==> config.mk <==
export PLATFORM = sky130hd
export DESIGN_NAME = led_pattern_ctrl_flat
export DESIGN_NICKNAME = d
export VERILOG_FILES = /design/src/rtl/led_pattern_ctrl_if.sv /design/src/rtl/led_pattern_ctrl.sv /design/src/flat_wrapper.sv
export SDC_FILE = /design/constraint.sdc
export NUM_CORES = 1
export LEC_CHECK = 0
export ABC_AREA = 1
export CORE_MARGIN = 2
export CORE_UTILIZATION = 60
export CTS_CLUSTER_SIZE = 12
export DETAILED_ROUTE_END_ITERATION = 12
export PLACE_DENSITY = 0.85
export SYNTH_ARGS = -nofsm -noshare
export SYNTH_HDL_FRONTEND = slang
export SYNTH_SLANG_ARGS = --single-unit
==> constraint.sdc <==
create_clock -name clk -period 4.42 [get_ports clk]
set_clock_uncertainty 0.2 [all_clocks]
set_input_delay 0.442 -clock clk [delete_from_list [all_inputs] [get_ports clk]]
set_output_delay 0.442 -clock clk [all_outputs]
set_load 0.03 [all_outputs]
==> src/rtl/led_pattern_ctrl_if.sv <==
// rtl/led_pattern_ctrl_if.sv - register bus bundle for led_pattern_ctrl
//   we   : write strobe, one cycle per write
//   addr : word index 0=DATA 1=CTRL 2=PERIOD 3=STATUS
//   wd   : write data
//   rd   : read data for addr, combinational from registers
interface led_pattern_ctrl_if;
  logic        we;
  logic [1:0]  addr;
  logic [31:0] wd;
  logic [31:0] rd;

  modport master (output we, addr, wd, input rd);
  modport slave  (input we, addr, wd, output rd);
endinterface

==> src/rtl/led_pattern_ctrl.sv <==
// rtl/led_pattern_ctrl.sv - LED bank sequencer with static/blink/rotate modes
//   clk, rst_n : clock, asynchronous active-low reset
//   bus        : slave register port (we/addr/wd/rd)
//   LED_data   : drive to LED bank
//   tick       : one-cycle pulse in the cycle a pattern step is taken
module led_pattern_ctrl #(
  parameter int              LED_W      = 8,
  parameter int              CNT_W      = 24,
  parameter logic [CNT_W-1:0] PERIOD_RST = 24'd5_000_000
) (
  input  logic               clk,
  input  logic               rst_n,
  led_pattern_ctrl_if.slave  bus,
  output logic [LED_W-1:0]   LED_data,
  output logic               tick
);

  typedef enum logic [1:0] {
    MODE_STATIC = 2'd0,
    MODE_BLINK  = 2'd1,
    MODE_ROTL   = 2'd2,
    MODE_ROTR   = 2'd3
  } mode_e;

  localparam logic [1:0] A_DATA   = 2'd0;
  localparam logic [1:0] A_CTRL   = 2'd1;
  localparam logic [1:0] A_PERIOD = 2'd2;

  logic [LED_W-1:0] pattern_q, pattern_d;
  logic [LED_W-1:0] disp_q, disp_d;
  mode_e            mode_q, mode_d;
  logic             en_q, en_d;
  logic [CNT_W-1:0] period_q, period_d;
  logic [CNT_W-1:0] cnt_q, cnt_d;
  logic             blink_on_q, blink_on_d;
  logic [15:0]      steps_q, steps_d;

  logic [CNT_W-1:0] peff_m1;
  logic             step;
  logic [7:0]       disp8;
  logic             unused_wd;

  assign unused_wd = ^bus.wd;

  // STATUS always shows an 8-bit display field regardless of bank width
  generate
    if (LED_W >= 8) begin : g_disp_wide
      assign disp8 = disp_q[7:0];
    end else begin : g_disp_narrow
      assign disp8 = {{(8-LED_W){1'b0}}, disp_q};
    end
  endgenerate

  always_comb begin
    pattern_d  = pattern_q;
    disp_d     = disp_q;
    mode_d     = mode_q;
    en_d       = en_q;
    period_d   = period_q;
    cnt_d      = cnt_q;
    blink_on_d = blink_on_q;
    steps_d    = steps_q;

    // A period of zero is treated as one so the prescaler never stalls
    peff_m1 = (period_q == '0) ? '0 : period_q - 1'b1;
    // Any bus write in the same cycle suppresses the step
    step    = en_q && !bus.we && (cnt_q == peff_m1);

    if (!en_q) begin
      cnt_d = '0;
    end else if (!bus.we) begin
      cnt_d = step ? '0 : cnt_q + 1'b1;
    end

    if (step) begin
      steps_d = steps_q + 16'd1;
      case (mode_q)
        MODE_BLINK: blink_on_d = ~blink_on_q;
        MODE_ROTL:  disp_d = {disp_q[LED_W-2:0], disp_q[LED_W-1]};
        MODE_ROTR:  disp_d = {disp_q[0], disp_q[LED_W-1:1]};
        default:    ;
      endcase
    end

    if (bus.we) begin
      case (bus.addr)
        A_DATA: begin
          pattern_d  = bus.wd[LED_W-1:0];
          disp_d     = bus.wd[LED_W-1:0];
          blink_on_d = 1'b1;
          cnt_d      = '0;
        end
        A_CTRL: begin
          mode_d     = mode_e'(bus.wd[1:0]);
          en_d       = bus.wd[2];
          disp_d     = pattern_q;
          blink_on_d = 1'b1;
          cnt_d      = '0;
          steps_d    = '0;
        end
        A_PERIOD: begin
          period_d = bus.wd[CNT_W-1:0];
          cnt_d    = '0;
        end
        default: ;
      endcase
    end
  end

  always_ff @(posedge clk or negedge rst_n) begin
    if (!rst_n) begin
      pattern_q  <= '1;
      disp_q     <= '1;
      mode_q     <= MODE_STATIC;
      en_q       <= 1'b0;
      period_q   <= PERIOD_RST;
      cnt_q      <= '0;
      blink_on_q <= 1'b1;
      steps_q    <= '0;
    end else begin
      pattern_q  <= pattern_d;
      disp_q     <= disp_d;
      mode_q     <= mode_d;
      en_q       <= en_d;
      period_q   <= period_d;
      cnt_q      <= cnt_d;
      blink_on_q <= blink_on_d;
      steps_q    <= steps_d;
    end
  end

  assign tick     = step;
  assign LED_data = (mode_q == MODE_BLINK && !blink_on_q) ? '0 : disp_q;

  always_comb begin
    bus.rd = '0;
    case (bus.addr)
      2'd0:    bus.rd = 32'(pattern_q);
      2'd1:    bus.rd = {29'b0, en_q, mode_q};
      2'd2:    bus.rd = 32'(period_q);
      default: bus.rd = {steps_q, 7'b0, blink_on_q, disp8};
    endcase
  end

endmodule

==> src/flat_wrapper.sv <==
// flat-port wrapper written by rule: the top's interface ports become plain ports
module led_pattern_ctrl_flat 
#(
  parameter int              LED_W      = 8,
  parameter int              CNT_W      = 24,
  parameter logic [CNT_W-1:0] PERIOD_RST = 24'd5_000_000
)
  (clk, rst_n, LED_data, tick, bus_we, bus_addr, bus_wd, bus_rd);
  led_pattern_ctrl_if bus_i ();
  input  logic clk;
  input  logic rst_n;
  output logic [LED_W-1:0] LED_data;
  output logic tick;
  input wire logic [$bits(bus_i.we)-1:0] bus_we;
  input wire logic [$bits(bus_i.addr)-1:0] bus_addr;
  input wire logic [$bits(bus_i.wd)-1:0] bus_wd;
  output wire logic [$bits(bus_i.rd)-1:0] bus_rd;
  assign bus_i.we = bus_we;
  assign bus_i.addr = bus_addr;
  assign bus_i.wd = bus_wd;
  assign bus_rd = bus_i.rd;
  led_pattern_ctrl #(.LED_W(LED_W), .CNT_W(CNT_W), .PERIOD_RST(PERIOD_RST)) u_core (.clk(clk), .rst_n(rst_n), .bus(bus_i), .LED_data(LED_data), .tick(tick));
endmodule
* After elaboration in Yosys (flattened, before gate mapping) *
Cells that the tools add are included.

cells by class
  $add $sub $neg = 3
  equal/unequal tests = 6
  mux-type cells = 19
  bitwise gates (word level) = 1
  reductions and logical operators = 12

operator list
  cell                   count
  $mux 24                6
  $pmux 32 s3            1
  $mux 16                3
  $pmux 8 s2             2
  $add 24x1->24 const B  1
  $eq 24x24->1           1
  $logic_not 24->1       1
  $mux 8                 3
  $sub 24x1->24 const B  1
  $add 16x1->16 const B  1
  $eq 2x2->1 const B     3
  $reduce_and 2->1       3
  $eq 2x1->1 const B     2
  $mux 1                 4
  $logic_and 1x1->1      3
  $reduce_or 3->1        1
  $logic_not 1->1        2
  $logic_not 2->1        1
  $reduce_or 2->1        1
  $not 1->1              1

storage, ports and cells
  flip-flop bits (word level) = 84
  bits of input ports = 37
  output and inout port bits = 41

* Longest topological paths before layout *
  depth after elaboration = 9
  gate-level depth with buffers = 20
  mapped depth without buffers = 20

* Worst setup path after synthesis *
OpenSTA, ideal clock, no wires.

  path type = register to output
  start point = reg u_core.period_q[0]
  end point = out tick
  arrival = 2,058 ps
  setup slack = 1,720 ps
  stages on the path, launching flop included = 15
  path buffers = 2
  cells stage by stage = dfrtp_1 -> inv_2 -> ha_1 -> nand2_2 -> nor2_4 -> nand3_2 -> buf_6 -> buf_6 -> nand3b_1 -> nand2_1 -> nor2_1 -> nand3_1 -> nor2_1 -> nand3_1 -> nor2_4

on the way
  longest elaborated chain between the ends = 4

RTL lines
  item                                                      RTL line                 RTL
  start: declaration                                        led_pattern_ctrl.sv:33   logic [CNT_W-1:0] period_q, period_d;
  start signal: assignment                                  led_pattern_ctrl.sv:125  period_q <= period_d;
  $sub 24x1->24 / $logic_not 24->1 (equally long branches)  led_pattern_ctrl.sv:65   peff_m1 = (period_q == '0) ? '0 : period_q - 1'b1;
  $mux 24 *                                                 led_pattern_ctrl.sv:65
  $eq 24x24->1 *                                            led_pattern_ctrl.sv:67   step = en_q && !bus.we && (cnt_q == peff_m1);
  $logic_and 1x1->1 *                                       led_pattern_ctrl.sv:67
  end: declaration                                          flat_wrapper.sv:13       output logic tick;

Mark *: on every way between the ends. The rest lies on a longest branch, timed or not.

* Worst setup path after layout *
Ends and elaborated chain as after synthesis.

==> results.yml <==
layout:
  drive_above_1_share_pct: 7.48
  multi_input_area_sq_mm: 0.00335
  nNetsFinal: 1052
  diodes: 0
  area_growth_syn_to_layout_pct: 15.7
  fillCellCount: 850
  final-seq-area_sq_mm: 0.00213
synthesis:
  synth_area_leaders: "dfrtp_1, nand2_1, dfstp_2"
  synthArstFlopShare_pct: 100
  yosysMostFrequentCell: "nand2_1"
  synth.distinct_cells: 35
  synth-edff-count: 0
  syn_inst: 953
  synth_top_cell_area_share_pct: 24.0
  synth_area_per_cell_sq_um: 6.45
  yosys-top-cells-count: "nand2_1, nor2_1, inv_1"
  yosysSeqAreaShare_pct: 34.7
  yosysWarnings: 0
  ys_ff_latch: 84
  synthFlopType: "dfrtp_1"
  syn_area_sq_mm: 0.00615
  syn_nets: 994
  synth_top_cell_by_area: "dfrtp_1"
placed_design:
  io_buffers: 69
  dp_hpwl_mm: 12.8
  dp_worst_setup_slack_ns: 0.562
  finalWeightedCongestion: 0.959
clock_tree:
  cts_tree: "done"
  root_buffer: "clkbuf_8"
  insertion_delay_ns: 0.39
  cts_sinks: 84
  htreeDepth: 3
  ctsLongestPathBuffers: 2
  numCtsBuffers: 9
  cts_hold_buffers: 0
  clk_pin_slew_ns: 0.10
power_and_ir_drop:
  power.density_mw_per_mm2: 304
  p_leak_nw: 3.22
  peakVddDrop_mv: 0.326
timing:
  rsz0062_at_grt: "false"
  relSlewSlack_pct: 28.2
  setup_viol: 0
  hold_viol_final: 0
  finalCritPeriodShare_pct: 89.2
  period_needed_ns: 3.94
  tightestPinTransition_ns: 1.08
  slew_violations: 0
  finalSetupTns_ns: 0
  fmax_ghz: 0.254
  fin_ws_ns: 0.477
critical_path:
  cp-start-kind: "flop"
  r2r-end: "u_core.cnt_q[16]$_DFF_PN0_"
  endpoint_kind: "output pin"
  crit_path_start: "u_core.period_q[0]$_DFFE_PN0P_"
  cp.buffers_inverters: 3
  crit_type: "reg -> out"
  crit_family: "simple AND/OR/NAND/NOR gates"
  cp_slowest_cell: "dfrtp_1"
  slowest_delay_ns: 0.39
  crit_required_ns: 3.78
  cp_max_fo: 32
  regToRegSetupSlack_ns: 0.93
  crit_arrival_ns: 3.30
  reg2reg_from: "u_core.period_q[0]$_DFFE_PN0P_"
  rr_worst_depth: 16
  path_cells: "inv_2 > ha_1 > nand2_2 > nor2_4 > nand3_2 > buf_12 > nand3b_1 > nand2_1 > nor2_1 > nand3_1 > nor2_1 > nand3_1 > nor2_4 > dlymetal6s2s_1"
detailed_routing:
  drtIter0Drc: 547
  vias: 6439
  vias_per_cell: 5.60
  drtAntennaViolNets: 0
  drt_wl_total_mm: 17.3
  remaining_drc_errors: 0
  wl_per_cell_um: 15.1
  first_pass_iters: 5
global_routing:
  antenna_found_initial: 0
  grt_pass1_vias: 5831
  grt_first_pass_wirelength_mm: 28.2
  track_usage_pct: 32.1
  grt_max_degree: 85
  overflow: 0
flow_run:
  maxCapViolCount: 0
floorplanning:
  fp.coreArea_sq_mm: 0.00986
  core.rowCount: 36
  start_util_pct: 62.3
  fp.dieW_um: 105
  die_area_sq_mm: 0.0111
  io_pins: 78
  die_h_um: 105
outcome:
  status: "finished, final reports clean"
min_path:
  worstHoldPathType: "in -> async"
## per-stage QoR
stage | power (mW) | hold WS (ns) | cell area (sq um) | cells | utilization [%]
floorplan | 1.34 | -0.0536 | 6150 | 953 | -
global placement | 1.55 | 0.285 | 6900 | 1133 | 69.9
detailed placement | 1.55 | 0.297 | 6900 | 1133 | 69.9
CTS | 2.16 | 0.0900 | 7110 | 1149 | 72.0
global route | 2.27 | 0.129 | 7110 | 1149 | 72.1
finish | 2.16 | 0.0465 | 7110 | 1149 | 72.1
## per-layer routing
layer	up-vias	routed length (um)	global-route usage, %
met1	2924	7670	43.9
li1	3184	-	-
met4	0	425	10.2
met5	-	0	0
met2	287	7880	50.5
met3	44	1370	7.17
## sequential cells by signal (all words and copies together), names as in the netlist
name and count:
u_core.blink_on_q 1, u_core.cnt_q 24, u_core.disp8 8, u_core.en_q 1, u_core.mode_q 2, u_core.pattern_q 8
u_core.period_q 24, u_core.steps_q 16
## cell type report
class	count	share of cell area [%]
multi-input combinational	708	47.1
inverter	132	6.97
tap	133	2.34
clock buffer	9	1.74
timing repair buffer	76	10.6
clock inverter	7	1.16
sequential	84	30.0
## power by group
part / internal (mW) / switching, mW / leakage, nW
registers: 0.860 / 0.0710 / 1.03
logic: 0.221 / 0.402 / 2.09
clock network: 0.271 / 0.338 / 0.0988
total: 1.35 / 0.811 / 3.22
## cell usage in the layout, fill, tap and decap left out, types with 9 or more instances in the layout
| cell type | netlist | layout |
|---|---|---|
| nand2_1 | 259 | 259 |
| nor2_1 | 171 | 171 |
| inv_1 | 128 | 128 |
| clkdlybuf4s50_1 | 0 | 67 |
| nand3_1 | 65 | 65 |
| dfrtp_1 | 59 | 59 |
| nand4_1 | 41 | 41 |
| o21ai_0 | 35 | 35 |
| a21oi_1 | 33 | 33 |
| dfstp_2 | 25 | 25 |
| xor2_1 | 17 | 17 |
| nor3_1 | 16 | 16 |
| o221ai_1 | 13 | 13 |
| o22ai_1 | 13 | 13 |
| clkbuf_8 | 0 | 9 |
## logic make-up after synthesis
group	Yosys count	synth area share, %
simple gates	585	41.6
buf+inv	161	10.8
compound gates	101	9.51
flops	84	34.7
xor+xnor	17	2.42
fa+ha+maj	4	0.814
mux	1	0.183
## worst max path at each step
stage	to	slack [ns]	depth (start not counted)
CTS	tick	0.12	14
detailed placement	tick	0.56	14
floorplan	tick	1.72	14
global placement	tick	0.61	14
finish	tick	0.48	14
global route	tick	0.22	14
## what timing repair did
action,4_1_cts,5_1_grt
gates resized for setup,0,1
setup buffers,0,0
endpoints found under the setup margin,0,1
## worst register-to-register path, stage by stage (launching register included)
cell and delay (ns):
dfrtp_1 0.39, inv_2 0.14, ha_1 0.27, nand2_2 0.12, nor2_4 0.18, nand3_2 0.31, buf_12 0.29, nand3_2 0.08
nand2_1 0.11, nor2_1 0.11, nand2_1 0.05, nor2_1 0.12, nand2_1 0.13, nor2_2 0.21, nand2_4 0.16, nand2_2 0.37
nor2_1 0.13
Power figures use the tool's default switching activity.
